## config.mk

```make
export PLATFORM = sky130hd
export DESIGN_NAME = logic_sweep_ctrl
export DESIGN_NICKNAME = d
export VERILOG_FILES = /design/src/rtl/logic_sweep_ctrl.sv
export SDC_FILE = /design/constraint.sdc
export NUM_CORES = 1
export LEC_CHECK = 0
export ABC_AREA = 1
export CAP_MARGIN = 20
export CELL_PAD_IN_SITES_DETAIL_PLACEMENT = 1
export CELL_PAD_IN_SITES_GLOBAL_PLACEMENT = 2
export CORE_ASPECT_RATIO = 2
export CORE_MARGIN = 2
export CORE_UTILIZATION = 33
export CTS_BUF_LIST = sky130_fd_sc_hd__clkbuf_16
export DETAILED_ROUTE_END_ITERATION = 8
export PLACE_DENSITY = 0.83
export SYNTH_ARGS = -nofsm -noshare
export SYNTH_HDL_FRONTEND = slang
export SYNTH_SLANG_ARGS = --single-unit
```

## constraint.sdc

```tcl
create_clock -name i_Clk -period 2.1 [get_ports i_Clk]
set_clock_uncertainty 0.1 [all_clocks]
set_input_delay 0.315 -clock i_Clk [delete_from_list [all_inputs] [get_ports i_Clk]]
set_output_delay 0.315 -clock i_Clk [all_outputs]
set_load 0.1 [all_outputs]
```

## src/rtl/logic_sweep_ctrl.sv

```systemverilog
// Input-vector controller for the switch-to-LED combinational stage: manual passthrough or
// automatic 16-vector sweep with hit counting. Optional LOOP_SWEEP_EN makes the sweep repeat.
module logic_sweep_ctrl #(
    parameter int unsigned DEBOUNCE_LIMIT = 250000,
    parameter int unsigned STEP_CYCLES    = 25000000
) (
    input  logic       i_Clk,
    input  logic       i_Rst,
    input  logic       i_Mode_Btn,
    input  logic       i_Switch_1,
    input  logic       i_Switch_2,
    input  logic       i_Switch_3,
    input  logic       i_Switch_4,
    output logic [3:0] o_Vec,
    input  logic [2:0] i_Result,
    output logic       o_LED_1,
    output logic       o_LED_2,
    output logic       o_LED_3,
    output logic       o_LED_4,
    output logic       o_Done,
    output logic [4:0] o_Hit_Count
);

    localparam int unsigned DbW   = $clog2(DEBOUNCE_LIMIT + 1);
    localparam int unsigned StepW = $clog2(STEP_CYCLES);

    typedef enum logic [1:0] {StManual, StSweep, StDone} state_t;

    state_t             state_q, state_d;
    logic               btn_meta_q, btn_sync_q;
    logic [DbW-1:0]     db_cnt_q, db_cnt_d;
    logic               db_level_q, db_level_d, db_level_prev_q;
    logic [StepW-1:0]   step_q, step_d;
    logic [3:0]         vec_q, vec_d;
    logic [4:0]         hits_q, hits_d;
    logic               done_q, done_d;
    logic [2:0]         led_q;
    logic               press;
    logic               terminal;
    logic [3:0]         switches;

    assign switches = {i_Switch_4, i_Switch_3, i_Switch_2, i_Switch_1};
    assign press    = db_level_q & ~db_level_prev_q;
    assign terminal = (step_q == StepW'(STEP_CYCLES - 1));

    always_ff @(posedge i_Clk) begin
        if (i_Rst) begin
            state_q         <= StManual;
            btn_meta_q      <= 1'b0;
            btn_sync_q      <= 1'b0;
            db_cnt_q        <= '0;
            db_level_q      <= 1'b0;
            db_level_prev_q <= 1'b0;
            step_q          <= '0;
            vec_q           <= '0;
            hits_q          <= '0;
            done_q          <= 1'b0;
            led_q           <= '0;
        end else begin
            state_q         <= state_d;
            btn_meta_q      <= i_Mode_Btn;
            btn_sync_q      <= btn_meta_q;
            db_cnt_q        <= db_cnt_d;
            db_level_q      <= db_level_d;
            db_level_prev_q <= db_level_q;
            step_q          <= step_d;
            vec_q           <= vec_d;
            hits_q          <= hits_d;
            done_q          <= done_d;
            led_q           <= i_Result;
        end
    end

    // Counter only runs while the synced level disagrees; any agreement restarts it.
    always_comb begin
        db_cnt_d   = '0;
        db_level_d = db_level_q;
        if (btn_sync_q != db_level_q) begin
            if (db_cnt_q == DbW'(DEBOUNCE_LIMIT - 1)) begin
                db_level_d = ~db_level_q;
            end else begin
                db_cnt_d = db_cnt_q + 1'b1;
            end
        end
    end

    always_comb begin
        state_d = state_q;
        vec_d   = vec_q;
        step_d  = step_q;
        hits_d  = hits_q;
        done_d  = done_q;
        unique case (state_q)
            StManual: begin
                vec_d  = switches;
                done_d = 1'b0;
                if (press) begin
                    state_d = StSweep;
                    vec_d   = '0;
                    step_d  = '0;
                    hits_d  = '0;
                end
            end
            StSweep: begin
                done_d = 1'b0;
                // Abort takes priority over the terminal-cycle sample.
                if (press) begin
                    state_d = StManual;
                    vec_d   = switches;
                end else if (terminal) begin
                    hits_d = hits_q + {4'b0000, i_Result[0]};
                    if (vec_q != 4'hF) begin
                        vec_d  = vec_q + 4'd1;
                        step_d = '0;
                    end else begin
`ifdef LOOP_SWEEP_EN
                        vec_d  = '0;
                        step_d = '0;
                        hits_d = {4'b0000, i_Result[0]};
                        done_d = 1'b1;
`else
                        state_d = StDone;
                        done_d  = 1'b1;
`endif
                    end
                end else begin
                    step_d = step_q + 1'b1;
                end
            end
            StDone: begin
                done_d = 1'b1;
                if (press) begin
                    state_d = StManual;
                    done_d  = 1'b0;
                    vec_d   = switches;
                end
            end
            default: state_d = StManual;
        endcase
    end

    assign o_Vec       = vec_q;
    assign o_Hit_Count = hits_q;
    assign o_Done      = done_q;
    assign o_LED_1     = led_q[0];
    assign o_LED_2     = led_q[1];
    assign o_LED_3     = led_q[2];
    assign o_LED_4     = (state_q != StManual);

endmodule
```

==> flow_metrics.tcl, run 1 <==
set metrics [dict create \
    wl_met2_mm 7.73 \
    fin_crit_sh_pct 96.1 \
    synthCells 621 \
    cap_violations 0 \
    worst_slew_pin_slew_ns 0.362 \
    synth_seq_area_share_pct 31.8 \
    ys_ff_latch 62 \
    syn_nets 640 \
    portBuffers 23 \
    finalSetupViolations 0 \
    startpoint_type "register" \
    dr.pass1.iters 4 \
    core_area_mm2 0.0116 \
    gp_congestion 0.952 \
    worstPathMaxFanout 6 \
    cts_sinks 62 \
    syn_area_per_cell_um2 6.28 \
    drive_gt1_share_pct 14.9 \
    initial_utilization_pct 33.5 \
    synth.distinct_cells 38 \
    cts_buffers 9 \
    relSlewSlack_pct 75.7 \
    cts.clk_slew.worst_paths_ns 0.06 \
    max_clock_freq_mhz 496 \
    wl_per_cell_um 15.7 \
    netlist_area_mm2 0.00390 \
    via_per_inst 4.97 \
    die_w_um 80.9 \
    hp-class "register to register" \
    fin_total_pwr_mw 3.34 \
    place_inst 798 \
    yosysWarnings 0 \
    drt_iter0_markers 114 \
    end_kind "register" \
    grt_max_degree 27 \
    fp.dieH_um 158 \
    nets 684 \
    slew_violations 0 \
    drt-met1-wl_mm 4.21 \
    fin_cells 815 \
    grt_pass1_vias 4394 \
    hold_violations 0 \
    cts_root_buffer "clkbuf_16" \
    fp.dieArea_mm2 0.0128 \
    leakage_nw 1.87 \
    top_layer "met4" \
    antenna_found_initial 0 \
    rsz0062_at_grt "no" \
    clk_path_buf_depth 2 \
    grt_first_pass_wirelength_mm 20.9 \
    htree_levels 3 \
    overflow 0 \
    outcome "finished clean" \
    ant_nets 0 \
    routed-via-count 4051 \
    fillers 1580 \
    grt_usage_pct 21.8 \
    final_common_cell "nand2_1" \
    final_cell_mix "167 x nand2_1, 119 x nor2_1, 75 x inv_1, 58 x nand3_1, 55 x dfxtp_1" \
    crit_arrival_ns 2.14 \
    pre_cts_ws_ns 0.0204 \
    setup_tns_ns 0 \
    crit_type "register to register" \
    power_density_mw_per_mm2 708 \
    met3_length_um 201 \
    ioPinCount 24 \
    diodes 0 \
    drc 0 \
    setup_ws_ns 0.0829 \
    critPathRequiredTime_ns 2.22 \
    fin_crit_ns 2.02 \
    fp-row-count 56 \
    cts_tree "built" \
    vdd_drop_max_v 0.000365 \
    clk_latency_ns 0.33 \
    fin_util_pct 40.6 \
    syn_to_final_growth_pct 21.1 \
    hpwl_mm 10.4 \
    routed_wl_mm 12.8 \
    holdBufCountCts 0 \
]
==> routing by layer <==
layer / global-route usage (%) / vias to the layer above
li1: - / 2025
met1: 18.3 / 1930
met2: 45.1 / 58
met3: 3.08 / 38
met4: 12.7 / 0
met5: 0 / -
==> path summary, 6_finish.rpt <==
check	startpoint	end	slack [ns]	cells after the start
worst max-delay path	step_q[2]$_SDFFE_PP0P_	step_q[17]$_SDFFE_PP0P_	0.08	9
worst min-delay path	btn_meta_q$_SDFF_PP0_	btn_sync_q$_SDFF_PP0_	0.31	2
worst max register to register	step_q[2]$_SDFFE_PP0P_	step_q[17]$_SDFFE_PP0P_	0.08	9
worst min register to register	btn_meta_q$_SDFF_PP0_	btn_sync_q$_SDFF_PP0_	0.31	2
==> final cells by class <==
class	instances	area [µm²]	area share, %
inverter	86	334	7.08
tap	145	181	3.84
sequential	62	1250	26.5
clock buffer	9	225	4.77
timing repair buffer	45	385	8.17
clock inverter	7	65.1	1.38
multi-input combinational	461	2280	48.3
==> per-stage QoR <==
stage	instance area, µm²	hold slack [ns]
floorplan	3920	0.288
global placement	4390	0.291
detailed placement	4390	0.310
CTS	4690	0.318
global route	4720	0.334
finish	4720	0.311
==> critical path: stages (launching register included) <==
cell,delay [ns]
dfxtp_1,0.46
nand3_1,0.15
nor2_1,0.31
nand2_1,0.09
nor2_1,0.31
nand3_1,0.18
nand2_1,0.11
nor2_1,0.04
nor2_1,0.10
nor2_1,0.05
==> Yosys cell counts <==
library cell  instances  area (µm²)
o21a_1                1        7.51
clkbuf_1              4        15.0
buf_12                1        20.0
a31oi_1               1        6.26
nand4_4               1        21.3
clkinv_2              1        5.00
nor3b_1               6        45.0
nor2_4                4        45.0
clkinv_1              1        3.75
o21ai_2               1        8.76
or2_2                 2        12.5
nand3_2               2        20.0
dfxtp_1              62        1240
a21oi_1              19        95.1
clkinv_4              1        8.76
nand3_1              58         290
o21ai_0              12        60.1
or2_0                 1        6.26
nand4_1              11        68.8
nor2_2                3        18.8
xor2_1                7        61.3
xnor2_1               4        35.0
nand3b_1              2        15.0
nand2_2               5        31.3
nand2_4               7        78.8
o211ai_1              1        7.51
buf_4                 1        7.51
inv_1                78         293
buf_2                 3        15.0
a21oi_2               4        35.0
inv_2                 5        18.8
a21oi_4               1        16.3
o22ai_1               2        12.5
nand2_1             167         627
buf_6                 3        33.8
nor3_1                9        45.0
ha_1                  9         113
nor2_1              121         454
==> what timing repair did <==
action / CTS / global route
setup buffers: 0 / 1
pin swaps: 0 / 0
resized for setup: 1 / 8
setup endpoints to repair: 1 / 30
==> report_power, final <==
part           switching [mW]  internal (mW)  total [mW]
Sequential             0.0450           1.22        1.26
Combinational           0.416          0.189       0.605
Clock                   0.563          0.907        1.47
==> sequential cells by signal, indices dropped and copies added, names as in the netlist <==
name,flops
o_Vec,4
o_Done,1
step_q,25
btn_meta_q,1
o_Hit_Count,5
btn_sync_q,1
led_q,3
db_level_q,1
db_level_prev_q,1
db_cnt_q,18
state_q,2
==> cell families after synthesis <==
kind of cell               Yosys count  share of synthesized area [%]
AOI/OAI and AO/OA                   42                           6.39
and+or+nand+nor                    399                           45.6
DFF                                 62                           31.8
xor gates and xnor gates            11                           2.47
buffers and inverters               98                           10.8
adders and majority gates            9                           2.89
Power figures use the tool's default switching activity.
==> run 2: changes to the inputs <==
--- a/config.mk
+++ b/config.mk
@@ -9,7 +9,7 @@
 export CAP_MARGIN = 20
 export CELL_PAD_IN_SITES_DETAIL_PLACEMENT = 1
 export CELL_PAD_IN_SITES_GLOBAL_PLACEMENT = 2
-export CORE_ASPECT_RATIO = 2
+export CORE_ASPECT_RATIO = 1.4
 export CORE_MARGIN = 2
 export CORE_UTILIZATION = 33
 export CTS_BUF_LIST = sky130_fd_sc_hd__clkbuf_16
==> constraint.sdc (replaced) <==
create_clock -name i_Clk -period 2.1 [get_ports i_Clk]
set_clock_uncertainty 0.1 [all_clocks]
set_input_delay 0.42 -clock i_Clk [delete_from_list [all_inputs] [get_ports i_Clk]]
set_output_delay 0.42 -clock i_Clk [all_outputs]
set_load 0.1 [all_outputs]
==> flow_metrics.tcl, run 2 (synthesis results as in run 1) <==
set metrics [dict create \
    outcome "finished clean" \
    drt_iter0_markers 129 \
    cts.clk_slew.worst_paths_ns 0.05 \
    slew_violations 0 \
    dr.pass1.iters 4 \
    htree_levels 3 \
    fin_cells 812 \
    crit_slowest_cell "dfxtp_1" \
    relSlewSlack_pct 58.9 \
    routed-via-count 3994 \
    gp_congestion 0.883 \
    worst_slew_pin_slew_ns 0.614 \
    vdd_drop_max_v 0.000493 \
    leakage_nw 1.85 \
    portBuffers 23 \
    fp.dieH_um 133 \
    placed_area_mm2 0.00439 \
    grt_pass1_vias 4258 \
    end_kind "register" \
    critical_path.top_delay_family "simple AND/OR/NAND/NOR gates" \
    clk_latency_ns 0.33 \
    cap_violations 0 \
    overflow 0 \
    antenna_found_initial 0 \
    pre_cts_ws_ns 0.110 \
    fin_util_pct 40.1 \
    via_per_inst 4.92 \
    routed_wl_mm 11.9 \
    ioPinCount 24 \
    path_cells "ha_2, nand3_2, clkinv_2, nand2_1, nor2_2, nand2_4, nand2_4, nand2_2, o21ai_0, nor2_1" \
    cts_tree "built" \
    wl_per_cell_um 14.7 \
    cts_sinks 62 \
    fin_total_pwr_mw 3.32 \
    drc 0 \
    core_area_mm2 0.0117 \
    syn_to_final_growth_pct 20.2 \
    grt_first_pass_wirelength_mm 19.9 \
    cts_buffers 9 \
    path_common_cell "nand2_4" \
    rsz0062_at_grt "yes" \
    hpwl_mm 9.08 \
    finalInstanceArea_mm2 0.00469 \
    max_clock_freq_mhz 516 \
    place_inst 796 \
    fin_crit_ns 1.94 \
    initial_utilization_pct 33.3 \
    die_w_um 95.9 \
    grt_usage_pct 19.8 \
    ant_nets 0 \
    final_common_cell "nand2_1" \
    holdBufCountCts 0 \
    largest_reg_flops 25 \
    grt_max_degree 27 \
    clk_path_buf_depth 2 \
    hold_violations 0 \
    fp-row-count 47 \
    final_cell_mix "167 x nand2_1, 120 x nor2_1, 75 x inv_1, 58 x nand3_1, 55 x dfxtp_1" \
    fin_crit_sh_pct 92.3 \
    startpoint_type "register" \
    diodes 0 \
    crit_type "register to register" \
    crit_arrival_ns 2.05 \
    critical-path-max-stage-delay_ns 0.37 \
    power_density_mw_per_mm2 709 \
    worstPathMaxFanout 10 \
    nets 679 \
    finalSetupViolations 0 \
    fp.dieArea_mm2 0.0127 \
    top_register "step_q" \
    path_buf_inv 1 \
    cts_root_buffer "clkbuf_16" \
    critPathRequiredTime_ns 2.21 \
    hp-class "register to register" \
    setup_ws_ns 0.162 \
    drive_gt1_share_pct 14.3 \
]
==> run 2: area by class of cell <==
| type | count | area [µm²] |
|---|---|---|
| inverter | 86 | 333 |
| sequential | 62 | 1250 |
| timing repair buffer | 40 | 377 |
| multi-input combinational | 461 | 2250 |
| clock buffer | 9 | 225 |
| clock inverter | 7 | 63.8 |
| fill | 1557 | 7020 |
| tap | 147 | 184 |
==> run 2: stage by stage <==
stage                      TNS, ns  hold WS [ns]
after floorplan             -0.130         0.288
after global placement           0         0.291
after detailed placement         0         0.312
after CTS                        0         0.323
after global routing      -0.00560         0.358
final                            0         0.315
==> run 2: worst paths after layout <==
| check | from | to | slack [ns] | depth (start not counted) |
|---|---|---|---|---|
| min | btn_meta_q$_SDFF_PP0_ | btn_sync_q$_SDFF_PP0_ | 0.32 | 2 |
| max reg2reg | step_q[1]$_SDFFE_PP0P_ | o_Vec[3]$_SDFFE_PP0P_ | 0.16 | 10 |
| min reg2reg | btn_meta_q$_SDFF_PP0_ | btn_sync_q$_SDFF_PP0_ | 0.32 | 2 |
| max | step_q[1]$_SDFFE_PP0P_ | o_Vec[3]$_SDFFE_PP0P_ | 0.16 | 10 |
==> run 2: worst register-to-register path: stages, from the launching register on <==
cell	delay, ns
dfxtp_1	0.37
ha_2	0.22
nand3_2	0.13
clkinv_2	0.14
nand2_1	0.08
nor2_2	0.15
nand2_4	0.15
nand2_4	0.12
nand2_2	0.10
o21ai_0	0.19
nor2_1	0.06
==> run 2: power by group <==
group	leakage [nW]	internal [mW]	switching (mW)	total, mW
Sequential	0.505	1.22	0.0439	1.26
Clock	0.141	0.909	0.561	1.47
Combinational	1.21	0.183	0.404	0.587
Total	1.85	2.31	1.01	3.32
==> run 2: layer usage <==
metal  track usage (%)  routed length (µm)  vias to the layer above
met3              2.05                 182                       25
met2              37.8                6450                       47
li1                  -                   -                     2025
met4              8.02                 360                        0
met1              21.4                4930                     1897
met5                 0                   0                        -
==> run 2: what timing repair did <==
| action | 4_1_cts | 5_1_grt |
|---|---|---|
| gates resized for setup | 0 | 4 |
| buffers inserted | 0 | 0 |
| setup endpoints to repair | 0 | 15 |
==> run 3: changes to the inputs <==
--- a/config.mk
+++ b/config.mk
@@ -18,3 +18,4 @@
 export SYNTH_ARGS = -nofsm -noshare
 export SYNTH_HDL_FRONTEND = slang
 export SYNTH_SLANG_ARGS = --single-unit
+export TNS_END_PERCENT = 100
==> results of run 3 <==
Same layout as run 2: the final DEF is identical, and so are final timing and power.
